[src/rtl/gayle_xfer_ctrl.sv]
// Gayle IDE PIO sector-transfer sequencer: FIFO strobes, DRQ/BSY/IRQ, sector count.
// Optional host watchdog enabled by defining GAYLE_XFER_TIMEOUT_EN.
module gayle_xfer_ctrl #(
    parameter int TIMEOUT_W = 16
) (
    input  logic       clk,
    input  logic       reset_n,
    input  logic       clk7_en,
    input  logic       cmd_rd,
    input  logic       cmd_wr,
    input  logic       cmd_abort,
    input  logic [7:0] nsect,
    input  logic       irq_ack,
    input  logic       cpu_dat_rd,
    input  logic       cpu_dat_wr,
    input  logic       host_wr,
    input  logic       host_rd,
    input  logic       fifo_full,
    input  logic       fifo_empty,
    input  logic       fifo_last,
    output logic       fifo_wr,
    output logic       fifo_rd,
    output logic       fifo_clr,
    output logic       host_req,
    output logic       drq,
    output logic       bsy,
    output logic       irq,
    output logic       err,
    output logic [8:0] sect_left
);

    typedef enum logic [2:0] {
        IDLE    = 3'd0,
        R_FILL  = 3'd1,
        R_XFER  = 3'd2,
        W_XFER  = 3'd3,
        W_DRAIN = 3'd4
    } state_t;

    state_t     state_q;
    logic [8:0] sect_q;
    logic [7:0] wcnt_q;
    logic       drq_q, bsy_q, hreq_q, irq_q, err_q, clr_q;
    logic       tmo_hit;
    logic       abort_w;
    logic       unused_fifo_empty;

    assign unused_fifo_empty = fifo_empty;
    assign abort_w = cmd_abort | tmo_hit;

`ifdef GAYLE_XFER_TIMEOUT_EN
    logic [TIMEOUT_W-1:0] tmo_q;

    assign tmo_hit = hreq_q & (&tmo_q);

    always_ff @(posedge clk or negedge reset_n) begin
        if (!reset_n) begin
            tmo_q <= '0;
        end else if (clk7_en) begin
            if (!hreq_q || host_wr || host_rd) tmo_q <= '0;
            else                               tmo_q <= tmo_q + 1'b1;
        end
    end
`else
    logic [31:0] unused_tmo_w;

    assign unused_tmo_w = TIMEOUT_W;
    assign tmo_hit = 1'b0;
`endif

    // An aborting cycle forwards no strobes; the FIFO is flushed anyway.
    assign fifo_wr = clk7_en & ~abort_w &
                     (((state_q == R_FILL) & host_wr) |
                      ((state_q == W_XFER) & cpu_dat_wr));
    assign fifo_rd = clk7_en & ~abort_w &
                     (((state_q == R_XFER) & cpu_dat_rd) |
                      ((state_q == W_DRAIN) & host_rd));

    always_ff @(posedge clk or negedge reset_n) begin
        if (!reset_n) begin
            state_q <= IDLE;
            sect_q  <= '0;
            wcnt_q  <= '0;
            drq_q   <= 1'b0;
            bsy_q   <= 1'b0;
            hreq_q  <= 1'b0;
            irq_q   <= 1'b0;
            err_q   <= 1'b0;
            clr_q   <= 1'b0;
        end else if (clk7_en) begin
            clr_q <= 1'b0;
            if (abort_w) begin
                state_q <= IDLE;
                sect_q  <= '0;
                wcnt_q  <= '0;
                drq_q   <= 1'b0;
                bsy_q   <= 1'b0;
                hreq_q  <= 1'b0;
                clr_q   <= 1'b1;
                if (tmo_hit) err_q <= 1'b1;
            end else begin
                if (irq_ack) irq_q <= 1'b0;
                unique case (state_q)
                    IDLE: begin
                        if (cmd_rd && cmd_wr) begin
                            err_q <= 1'b1;
                        end else if (cmd_rd) begin
                            state_q <= R_FILL;
                            sect_q  <= {nsect == 8'd0, nsect};
                            err_q   <= 1'b0;
                            bsy_q   <= 1'b1;
                            hreq_q  <= 1'b1;
                        end else if (cmd_wr) begin
                            state_q <= W_XFER;
                            sect_q  <= {nsect == 8'd0, nsect};
                            err_q   <= 1'b0;
                            wcnt_q  <= '0;
                            drq_q   <= 1'b1;
                        end
                    end
                    R_FILL: begin
                        if (fifo_full) begin
                            state_q <= R_XFER;
                            bsy_q   <= 1'b0;
                            hreq_q  <= 1'b0;
                            drq_q   <= 1'b1;
                            irq_q   <= 1'b1;
                        end
                    end
                    R_XFER: begin
                        if (cpu_dat_rd && fifo_last) begin
                            sect_q <= sect_q - 9'd1;
                            drq_q  <= 1'b0;
                            if (sect_q == 9'd1) begin
                                state_q <= IDLE;
                            end else begin
                                state_q <= R_FILL;
                                bsy_q   <= 1'b1;
                                hreq_q  <= 1'b1;
                            end
                        end
                    end
                    W_XFER: begin
                        if (cpu_dat_wr) begin
                            wcnt_q <= wcnt_q + 8'd1;
                            if (wcnt_q == 8'hFF) begin
                                state_q <= W_DRAIN;
                                drq_q   <= 1'b0;
                                bsy_q   <= 1'b1;
                                hreq_q  <= 1'b1;
                            end
                        end
                    end
                    W_DRAIN: begin
                        if (host_rd && fifo_last) begin
                            sect_q <= sect_q - 9'd1;
                            irq_q  <= 1'b1;
                            bsy_q  <= 1'b0;
                            hreq_q <= 1'b0;
                            if (sect_q == 9'd1) begin
                                state_q <= IDLE;
                            end else begin
                                state_q <= W_XFER;
                                drq_q   <= 1'b1;
                            end
                        end
                    end
                    default: state_q <= IDLE;
                endcase
                // CPU touching the data register without DRQ is a protocol error.
                if ((cpu_dat_rd || cpu_dat_wr) && !drq_q) err_q <= 1'b1;
            end
        end
    end

    assign drq       = drq_q;
    assign bsy       = bsy_q;
    assign host_req  = hreq_q;
    assign irq       = irq_q;
    assign err       = err_q;
    assign fifo_clr  = clr_q;
    assign sect_left = sect_q;

endmodule

[config.mk]
export PLATFORM = sky130hd
export DESIGN_NAME = gayle_xfer_ctrl
export DESIGN_NICKNAME = d
export VERILOG_FILES = /design/src/rtl/gayle_xfer_ctrl.sv
export SDC_FILE = /design/constraint.sdc
export NUM_CORES = 1
export LEC_CHECK = 0
export CORE_UTILIZATION = 61
export DETAILED_ROUTE_END_ITERATION = 12
export DONT_BUFFER_PORTS = 1
export HOLD_SLACK_MARGIN = 0.1
export PLACE_DENSITY = 0.77
export SYNTH_ARGS = -nofsm -noshare
export SYNTH_HDL_FRONTEND = slang
export SYNTH_SLANG_ARGS = --single-unit
[constraint.sdc]
create_clock -name clk -period 2.8 [get_ports clk]
set_clock_uncertainty 0.1 [all_clocks]
set_input_delay 0.28 -clock clk [delete_from_list [all_inputs] [get_ports clk]]
set_output_delay 0.28 -clock clk [all_outputs]
set_load 0.005 [all_outputs]
Word-level counts from Yosys, hierarchy flattened
Index checks and enable logic that the tools add are counted.

Input port bits: 22. Bits in registers: 25.

Reductions and logical operators: 20. Bitwise gates (word level): 10. $add $sub $neg: 2. Equality and inequality tests: 18. Mux-type cells: 55.

Operator list (number): 9-bit 2-to-1 mux (6); 8-bit 2-to-1 mux (5); 1-bit 2-to-1 mux (28); 3-bit 2-to-1 mux (9); 9-bit one-hot mux with 3 select lines (1); 3-bit inequality test (second input constant) (8); 8-bit one-hot mux with 2 select lines (1); 3-bit one-hot mux with 5 select lines (1); 6-bit AND reduction (2); 11-bit AND reduction (1); 1-bit one-hot mux with 5 select lines (2); 10-bit AND reduction (1); 9-bit by 1-bit equality test with 1-bit output (second input constant) (1); 3-bit by 2-bit inequality test with 1-bit output (second input constant) (3); 9-bit by 1-bit subtractor with 9-bit output (second input constant) (1); 8-bit by 1-bit adder with 8-bit output (second input constant) (1); 8-bit equality test (second input constant) (1); 8-bit logical NOT (1); 8-bit AND reduction (1); 4-bit nonzero test (2); 1-bit bitwise AND (7); 3-bit by 2-bit equality test with 1-bit output (second input constant) (2); 6-bit nonzero test (1); 1-bit logical AND (4); other kinds (14) (15).

Longest topological paths before layout
Gate-level depths: netlist of run 1.

Depth after elaboration: 6. Mapped depth: 7. Depth with buffers taken out: 7.

Worst setup path after synthesis of run 1
Ideal clock, no wire load.

Path kind: register to register. Start: register wcnt_q[0]. End: register hreq_q, in the netlist host_req. Data arrival time: 1762 ps. Cell stages (with the launch flop): 7. Setup slack: 814 ps. Library setup time: 125 ps. Cell sequence: dfrtp_1 > ha_1 > and4_1 > nand4_1 > a221o_1 > a211oi_1 > mux2_2.

Cells in the longest elaborated chain, start to end: 3.

Ends and longest elaborated chain: start, declared (line 42) `logic [7:0] wcnt_q;`; start signal, assigned (line 145) `wcnt_q <= wcnt_q + 8'd1;`; 8-bit equality test (line 146) `if (wcnt_q == 8'hFF) begin`; 3-bit by 2-bit inequality test with 1-bit output (no line); 10-bit AND reduction (no line); end signal, assigned (line 139) `hreq_q <= 1'b1;`; end signal, assigned (line 150) `hreq_q <= 1'b1;`; end signal, assigned (line 159) `hreq_q <= 1'b0;`; end, declared (line 43) `logic drq_q, bsy_q, hreq_q, irq_q, err_q, clr_q;`.

Every way passes these cells. A chain may end at the register's enable or synchronous reset.

Worst setup path in the final report of run 1
Start: register state_q[1]. End: register sect_q[0], in the netlist sect_left[0].

Cells in the longest elaborated chain, start to end: 3. Elaborated cells on any way between the ends: 11.

Ends and longest elaborated chain: start, declared (line 40) `state_t state_q;`; start signal, assigned (line 81) `state_q <= IDLE;`; start signal, assigned (line 93) `state_q <= IDLE;`; start signal, assigned (line 108) `state_q <= R_FILL;`; 3-bit equality test, or another cell as far along (line 103) `unique case (state_q)`; 3-bit by 2-bit inequality test with 1-bit output (no line), or another cell as far along; 6-bit AND reduction (no line) or 9-bit 2-to-1 mux (tied branches); end signal, assigned (line 109) `sect_q <= {nsect == 8'd0, nsect};`; end signal, assigned (line 115) `sect_q <= {nsect == 8'd0, nsect};`; end signal, assigned (line 132) `sect_q <= sect_q - 9'd1;`; end, declared (line 41) `logic [8:0] sect_q;`.

Parallel ways exist; a longest one is shown, timed or not.

==> results of run 1 <==
layout by cell type, fill, tap and decap left out, types with 4 or more instances in the layout:
cell type | Yosys | layout
a22oi_1 | 4 | 4
inv_1 | 6 | 6
nor3b_1 | 5 | 5
nand3_1 | 7 | 7
mux2i_1 | 4 | 4
nor2b_1 | 6 | 6
o31ai_1 | 17 | 17
a21oi_1 | 7 | 7
o21ai_0 | 16 | 16
nor3_1 | 9 | 9
nand2_1 | 14 | 14
dlygate4sd3_1 | 0 | 11
nor2_1 | 18 | 18
dfrtp_1 | 25 | 24
per-stage QoR:
step                      hold slack (ns)  cell area, µm²
after global routing                0.102            1880
final                              0.0883            1880
after detailed placement           -0.115            1720
after global placement             -0.115            1720
after CTS                           0.100            1870
after floorplan                    -0.116            1740
power by group through the flow:
stage	clock network [mW]	registers, mW	logic [mW]
after floorplan	0	0.563	0.620
after global placement	0	0.638	0.633
after detailed placement	0	0.647	0.656
after CTS	0.168	0.639	0.693
after global routing	0.178	0.664	0.791
final	0.165	0.642	0.701
how the worst max path moves through the flow:
stage | end | from | slack (ns) | cells past startpoint
after detailed placement | host_req | wcnt_q[0] | 0.62 | 6
after floorplan | host_req | wcnt_q[0] | 0.81 | 6
after global placement | host_req | wcnt_q[0] | 0.61 | 6
final | sect_left[0] | state_q[1] | 0.25 | 6
after global routing | sect_left[0] | state_q[1] | 0.16 | 6
after CTS | sect_left[0] | state_q[1] | 0.14 | 6
routing by layer:
metal / wire [µm] / up-vias / track usage
met5: 0 / - / 0
met4: 121 / 0 / 0.121
met3: 279 / 19 / 0.0398
met2: 2080 / 89 / 0.484
met1: 1810 / 792 / 0.392
li1: - / 787 / -
sequential cells by signal (all words and copies together) (netlist names):
name	cells
sect_left	9
wcnt_q	8
state_q	3
drq	1
err	1
fifo_clr	1
host_req	1
irq	1
cell type report:
class	instances	area (µm²)	share of cell area
multi-input cells	161	1020	0.543
well taps	30	37.5	0.0200
inverters	6	22.5	0.0120
clock buffers	4	26.3	0.0140
repair buffers	14	145	0.0773
flip-flops and latches	25	627	0.334
kinds of logic after synthesis:
group	Yosys count	share of synthesized area
mux	6	0.0360
flops	25	0.360
simple gates	78	0.233
fa+ha+maj	4	0.0274
compound gates	73	0.290
buf+inv	19	0.0533
timing repair:
item / in CTS / in global routing
hold buffers: 11 / 1
resized for setup: 0 / 1
setup buffers: 0 / 0
endpoints found under the setup margin: 0 / 1
endpoints found under the hold margin: 38 / 1
worst max-delay path, cell delays in order (launching register included):
cell,delay (ns)
dfrtp_2,0.60
a21boi_0,0.26
o22ai_1,0.12
a21oi_2,0.39
or2_2,0.31
o31ai_1,0.09
dlygate4sd3_1,0.56
==> reports/qor.yml, run 1 <==
yosys:
  synthCells: 205
  postSynthAreaPerCell_um2: 8.47
  synthesis.area_um2: 1740
  synth_area_leaders: "dfrtp_1 36%, o31ai_1 7.3%, o21ai_0 4.6%"
  yosysMostFrequentCell: "dfrtp_1"
  ys_seq_area_frac: 0.360
  synthesis.nets: 230
  yosys-top-cells-count: "25 x dfrtp_1, 18 x nor2_1, 17 x o31ai_1, 16 x o21ai_0, 14 x nand2_1"
  ys_warn_count: 0
  post-synth-top-area-fraction: 0.360
  async_flop_share: 1.00
  synth_seq_cells: 25
  yosysTopAreaCell: "dfrtp_1"
  synth_edf_count: 0
  ys_dominant_reg_cell: "dfrtp_1"
  ys_types: 52
min_path:
  holdPathEnd: "state_q[1]"
  hp-class: "input pin to flop"
  hp-start: "cmd_abort"
  min_path_cells: 2
global_routing:
  overflow: 0
  grt_max_degree: 26
  grt_pass1_wl_um: 7340
  track_usage: 0.295
  antenna_found_initial: 0
  grt_pass1_vias: 1598
clock_network:
  cts_sinks: 25
  clock-root-buffer: "clkbuf_4"
  clock_path_buffers: 2
  htree_levels: 1
  cts_tree: "yes"
  clkTransAtPathRegs_ns: 0.14
  clk_latency_ns: 0.32
  numCtsBuffers: 3
drt:
  drc: 0
  first_iter_violations: 163
  antenna_left: 0
  drt_pass1_iterations: 5
  num_vias: 1687
  drt-total-wl_um: 4290
  vias_per_cell: 7.03
  wl_per_cell_um: 17.9
timing:
  hold_viol: 0
  fin_ws_ns: 0.254
  setup_violations: 0
  rsz0062_at_grt: "no"
  drv_slew: 0
  fmax_ghz: 0.393
  slew-limit-headroom: 0.549
  tightestPinTransition_ns: 0.671
  period_minus_slack_ns: 2.55
  finalSetupTns_ns: 0
  period_share: 0.909
cells_and_area:
  stdcell_count: 240
  fin_nets: 236
  area_delta_synth_final_pct: 8.07
  antennaDiodeCount: 0
  final_layout_size_suffix_gt1_frac: 0.0667
  n_fill_cell: 199
  final_core_util: 0.725
floorplanning:
  core-area_um2: 2590
  start_util: 0.671
  pin_count: 39
  fp.dieH_um: 55.4
  fp.dieArea_um2: 3060
  rows: 18
  die_w_um: 55.4
outcome:
  status: "complete, no violations"
power:
  p_sw_frac: 0.451
  seq_power_share: 0.426
  total_power_mw: 1.51
  p_sw_uw: 680
  peakVddDrop_mv: 0.691
  power_density_nw_per_um2: 803
  p_leak_nw: 0.740
  intPower_uw: 828
  p_clk_frac: 0.109
  comb_power_share: 0.465
placed_design:
  dp_cells: 224
  port_buffers: 0
  routabilityCongestion: 0.890
  dp_slack_ns: 0.618
  hpwlAfterDp_um: 2950
critical_path:
  worstPathRequired_ns: 2.92
  criticalPathCategory: "flop to flop"
  reg2reg_slack_ns: 0.25
  worstReg2RegEnd: "sect_left[0]"
  end_kind: "flop"
  worstPathArrival_ns: 2.66
  ff2ff_path_depth: 6
  cp-start-kind: "flop"
  critPathMaxFanout: 20
  r2r-start: "state_q[1]"
job:
  cap_violations: 0
No activity file was read; power rests on OpenSTA's default activity.
==> run 2: changes to the inputs <==
- CORE_UTILIZATION: 61 -> 55
- PLACE_DENSITY: 0.77 -> 0.7
- clock period: 2.8 -> 2.7 ns (I/O delays scaled with it)
==> reports/qor.yml, run 2 (same netlist as run 1, synthesis figures left out) <==
clock_network:
  numCtsBuffers: 3  # unchanged
  cts_resized: 0  # unchanged
  post-cts-setup-buffer-count: 0  # unchanged
  cts_hold_buf: 12  # was 11
  clock-root-buffer: "clkbuf_4"  # unchanged
  cts_tree: "yes"  # unchanged
  clock_path_buffers: 2  # unchanged
  cts_sinks: 25  # unchanged
  clkTransAtPathRegs_ns: 0.14  # about the same
  clk_latency_ns: 0.32  # about the same
  htree_levels: 1  # unchanged
placed_design:
  dp_cells: 238  # was 224
  hpwlAfterDp_um: 2960  # was 2950 µm
  port_buffers: 0  # unchanged
  dp_slack_ns: 0.414  # was 0.618 ns
  routabilityCongestion: 0.852  # was 0.890
  placed_cell_area_um2: 1740  # was 1720 µm²
timing:
  period_share: 0.878  # was 0.909
  tightestPinTransition_ns: 0.598  # was 0.671 ns
  fmax_ghz: 0.422  # was 0.393 GHz
  hold_viol: 0  # unchanged
  rsz0062_at_grt: "no"  # unchanged
  period_minus_slack_ns: 2.37  # was 2.55 ns
  fin_ws_ns: 0.330  # was 0.254 ns
  setup_violations: 0  # unchanged
  hold_slack_ns: 0.116  # was 0.0883 ns
  finalSetupTns_ns: 0  # unchanged
  drv_slew: 0  # unchanged
  slew-limit-headroom: 0.600  # was 0.549
job:
  cap_violations: 0  # unchanged
global_routing:
  grt_pass1_wl_um: 7130  # was 7340 µm
  antenna_found_initial: 0  # unchanged
  overflow: 0  # unchanged
  grt_pass1_vias: 1603  # was 1598
  track_usage: 0.273  # was 0.295
  grt_max_degree: 26  # unchanged
critical_path:
  cp_slowest_cell: "dfrtp_1"  # was dfrtp_2
  cp-start-kind: "flop"  # unchanged
  critical_path.top_delay_family: "flip-flops"  # was compound AO/OA/AOI/OAI gates
  worstPathRequired_ns: 2.82  # was 2.92 ns
  end_kind: "flop"  # unchanged
  worstPathArrival_ns: 2.50  # was 2.66 ns
  crit_chain: "nand2b_1 > nor3b_1 > a221o_1 > a211oi_1 > mux2_2"  # was a21boi_0 > o22ai_1 > a21oi_2 > or2_2 > o31ai_1 > dlygate4sd3_1
  path_buf_inv: 0  # was 1
  critPathMaxFanout: 20  # unchanged
  criticalPathCategory: "flop to flop"  # unchanged
  critPathMaxStageDelay_ns: 0.73  # was 0.60 ns
floorplanning:
  fp.dieH_um: 58.2  # was 55.4 µm
  pin_count: 39  # unchanged
  fp.dieArea_um2: 3390  # was 3060 µm²
  die_w_um: 58.2  # was 55.4 µm
  rows: 20  # was 18
  start_util: 0.574  # was 0.671
  core-area_um2: 3030  # was 2590 µm²
power:
  total_power_mw: 1.56  # was 1.51 mW
  power_density_nw_per_um2: 825  # was 803 nW/µm²
  p_leak_nw: 0.742  # was 0.740 nW
  peakVddDrop_mv: 0.420  # was 0.691 mV
drt:
  drc: 0  # unchanged
  drt_pass1_iterations: 5  # unchanged
  first_iter_violations: 158  # was 163
  drt-total-wl_um: 4250  # was 4290 µm
  vias_per_cell: 6.39  # was 7.03
  num_vias: 1624  # was 1687
  wl_per_cell_um: 16.7  # was 17.9 µm
  antenna_left: 0  # unchanged
cells_and_area:
  multi_input_area_um2: 1020  # unchanged
  stdcell_area_um2: 1890  # was 1880 µm²
  area_delta_synth_final_pct: 9.08  # was 8.07%
  fin_nets: 236  # unchanged
  final_common_cell: "dfrtp_1"  # unchanged
  final_layout_size_suffix_gt1_frac: 0.0667  # unchanged
  final_core_util: 0.626  # was 0.725
  antennaDiodeCount: 0  # unchanged
  n_fill_cell: 275  # was 199
  stdcell_count: 254  # was 240
  largest_register_ffs: 9  # unchanged
  seqCellArea_um2: 626  # was 627 µm²
  layout_common_cells: "25 x dfrtp_1, 18 x nor2_1, 17 x o31ai_1"  # was 24 x dfrtp_1, 18 x nor2_1, 17 x o31ai_1
min_path:
  hp-class: "input pin to flop"  # unchanged
outcome:
  status: "complete, no violations"  # unchanged
-- run 2: final timing paths --
kind,startpoint,end,slack [ns],depth (start not counted)
min in group asynchronous,reset_n,sect_left[2],0.25,2
hold / removal,nsect[7],sect_left[7],0.12,2
hold reg to reg,wcnt_q[7],wcnt_q[7],0.39,1
max in group asynchronous,reset_n,state_q[1],2.10,2
setup reg to reg,state_q[2],host_req,0.33,5
setup / recovery,state_q[2],host_req,0.33,5
-- run 2: per-layer routing --
layer	wire length (µm)	up-vias	track usage
met5	0	-	0
met4	41	0	0.146
met3	275	4	0.0446
met2	2040	65	0.455
met1	1890	765	0.337
li1	-	790	-
-- run 2: area by class of cell --
cell class	count	area share
repair buffers	14	0.0766
well taps	44	0.0291
clock buffers	3	0.0119
multi-input cells	161	0.538
clock inverters	1	0.00264
inverters	6	0.0119
flip-flops and latches	25	0.330
-- run 2: power by group --
part | switching, mW | leakage [nW] | internal [mW]
logic | 0.402 | 0.396 | 0.314
registers | 0.191 | 0.329 | 0.481
clock network | 0.119 | 0.0177 | 0.0556
total | 0.711 | 0.742 | 0.851
==> run 3: changes to the inputs <==
- REMOVE_ABC_BUFFERS: unset -> 1
==> reports/qor.yml, run 3 (same netlist as run 1, synthesis figures left out) <==
critical_path:
  ff2ff_path_depth: 5  # unchanged
  cp-start-kind: "flop"  # unchanged
  worstPathRequired_ns: 2.88  # was 2.82 ns
  worstPathArrival_ns: 2.68  # was 2.50 ns
  cp_slowest_cell: "dfrtp_1"  # unchanged
  reg2reg_slack_ns: 0.20  # was 0.33 ns
  critical_path.top_delay_family: "compound AO/OA/AOI/OAI gates"  # was flip-flops
  r2r-start: "state_q[0]"  # was state_q[2]
  path_buf_inv: 1  # was 0
  critPathMaxFanout: 12  # was 20
  criticalPathCategory: "flop to flop"  # unchanged
  crit_chain: "nor2_1 > a31o_2 > or2_2 > o31ai_1 > dlygate4sd3_1"  # was nand2b_1 > nor3b_1 > a221o_1 > a211oi_1 > mux2_2
  worstReg2RegEnd: "sect_left[0]"  # was host_req
  end_kind: "flop"  # unchanged
  critPathMaxStageDelay_ns: 0.60  # was 0.73 ns
global_routing:
  grt_max_degree: 26  # unchanged
  track_usage: 0.269  # was 0.273
  grt_pass1_wl_um: 7040  # was 7130 µm
  antenna_found_initial: 0  # unchanged
  overflow: 0  # unchanged
  grt_pass1_vias: 1603  # unchanged
drt:
  wl_per_cell_um: 16.7  # about the same
  antenna_left: 0  # unchanged
  num_vias: 1636  # was 1624
  vias_per_cell: 6.47  # was 6.39
  drc: 0  # unchanged
  first_iter_violations: 97  # was 158
  drt_pass1_iterations: 4  # was 5
  drt-total-wl_um: 4220  # was 4250 µm
timing:
  fmax_ghz: 0.400  # was 0.422 GHz
  setup_violations: 0  # unchanged
  period_share: 0.926  # was 0.878
  period_minus_slack_ns: 2.50  # was 2.37 ns
  rsz0062_at_grt: "no"  # unchanged
  drv_slew: 0  # unchanged
  slew-limit-headroom: 0.573  # was 0.600
  finalSetupTns_ns: 0  # unchanged
  hold_viol: 0  # unchanged
  tightestPinTransition_ns: 0.635  # was 0.598 ns
  hold_slack_ns: 0.110  # was 0.116 ns
cells_and_area:
  fin_nets: 235  # was 236
  largest_register_ffs: 9  # unchanged
  final_common_cell: "dfrtp_1"  # unchanged
  final_layout_size_suffix_gt1_frac: 0.0766  # was 0.0667
  antennaDiodeCount: 0  # unchanged
  layout_common_cells: "23 x dfrtp_1, 18 x nor2_1, 17 x o31ai_1"  # was 25 x dfrtp_1, 18 x nor2_1, 17 x o31ai_1
  area_delta_synth_final_pct: 8.79  # was 9.08%
  n_fill_cell: 267  # was 275
floorplanning:
  rows: 20  # unchanged
  fp.dieH_um: 58.2  # unchanged
  start_util: 0.574  # unchanged
  fp.dieArea_um2: 3390  # unchanged
  core-area_um2: 3030  # unchanged
  die_w_um: 58.2  # unchanged
  pin_count: 39  # unchanged
placed_design:
  port_buffers: 0  # unchanged
  hpwlAfterDp_um: 2890  # was 2960 µm
  routabilityCongestion: 0.919  # was 0.852
min_path:
  min_path_cells: 2  # unchanged
  hp-class: "input pin to flop"  # unchanged
  holdPathEnd: "wcnt_q[4]"  # was sect_left[7]
  hp-start: "clk7_en"  # was nsect[7]
outcome:
  status: "complete, no violations"  # unchanged
clock_network:
  htree_levels: 1  # unchanged
  cts_tree: "yes"  # unchanged
  post-cts-setup-buffer-count: 0  # unchanged
  clkTransAtPathRegs_ns: 0.16  # was 0.14 ns
  clock-root-buffer: "clkbuf_4"  # unchanged
  clk_latency_ns: 0.33  # was 0.32 ns
  cts_sinks: 25  # unchanged
  numCtsBuffers: 3  # unchanged
  clock_path_buffers: 2  # unchanged
power:
  power_density_nw_per_um2: 834  # was 825 nW/µm²
  p_leak_nw: 0.733  # was 0.742 nW
  peakVddDrop_mv: 0.519  # was 0.420 mV
job:
  cap_violations: 0  # unchanged
## run 3: changes by cell type in the layout (fill, tap and decap cells not counted)
| cell | change |
|---|---|
| dfrtp_2 | +2 |
| dlygate4sd3_1 | -1 |
| dfrtp_1 | -2 |
| clkinvlp_4 | +1 |
| clkinv_2 | -1 |
## run 3: how the worst max path moves through the flow
stage | slack [ns] | cells after the start | from | endpoint
floorplan | 0.71 | 6 | wcnt_q[0] | host_req
global placement | 0.52 | 5 | state_q[2] | host_req
detailed placement | 0.48 | 5 | state_q[2] | host_req
CTS | 0.09 | 6 | state_q[1] | sect_left[0]
global route | 0.09 | 6 | state_q[1] | sect_left[0]
finish | 0.20 | 5 | state_q[0] | sect_left[0]
## run 3: final cells by class
class / count / area (µm²) / area share
multi-input cells: 161 / 1020 / 0.539
flip-flops and latches: 25 / 628 / 0.332
repair buffers: 13 / 135 / 0.0715
well taps: 44 / 55.1 / 0.0291
clock buffers: 3 / 22.5 / 0.0119
inverters: 6 / 22.5 / 0.0119
clock inverters: 1 / 7.51 / 0.00397
## run 3: worst reg2reg max path: stages, from the launching register on
cell	delay, ns
dfrtp_1	0.60
nor2_1	0.13
a31o_2	0.35
or2_2	0.40
o31ai_1	0.28
dlygate4sd3_1	0.60
## run 3: what timing repair did
action | in CTS | in global routing
gates resized for setup | 0 | 2
hold buffers | 11 | 0
setup endpoints to repair | 0 | 1
hold endpoints to repair | 45 | 0
## run 3: where the power goes
part           total (mW)  internal, mW  switching (mW)
combinational       0.719         0.321           0.398
sequential          0.675         0.484           0.192
clock               0.181        0.0567           0.124
total                1.58         0.861           0.714
## run 3: per-layer routing
layer / track usage / routed length, µm
met5: 0 / 0
met4: 0.129 / 62
met3: 0.0357 / 219
met2: 0.465 / 2120
met1: 0.330 / 1810
## run 3: through the flow
| step | area [µm²] | cells | power (mW) | util | setup WS [ns] |
|---|---|---|---|---|---|
| final | 1890 | 253 | 1.58 | 0.624 | 0.200 |
| after global routing | 1890 | 253 | 1.70 | 0.624 | 0.0907 |
| after CTS | 1890 | 253 | 1.56 | 0.623 | 0.0894 |
| after detailed placement | 1740 | 238 | 1.35 | 0.574 | 0.484 |
| after global placement | 1740 | 238 | 1.33 | 0.574 | 0.516 |
| after floorplan | 1670 | 192 | 1.17 | - | 0.714 |
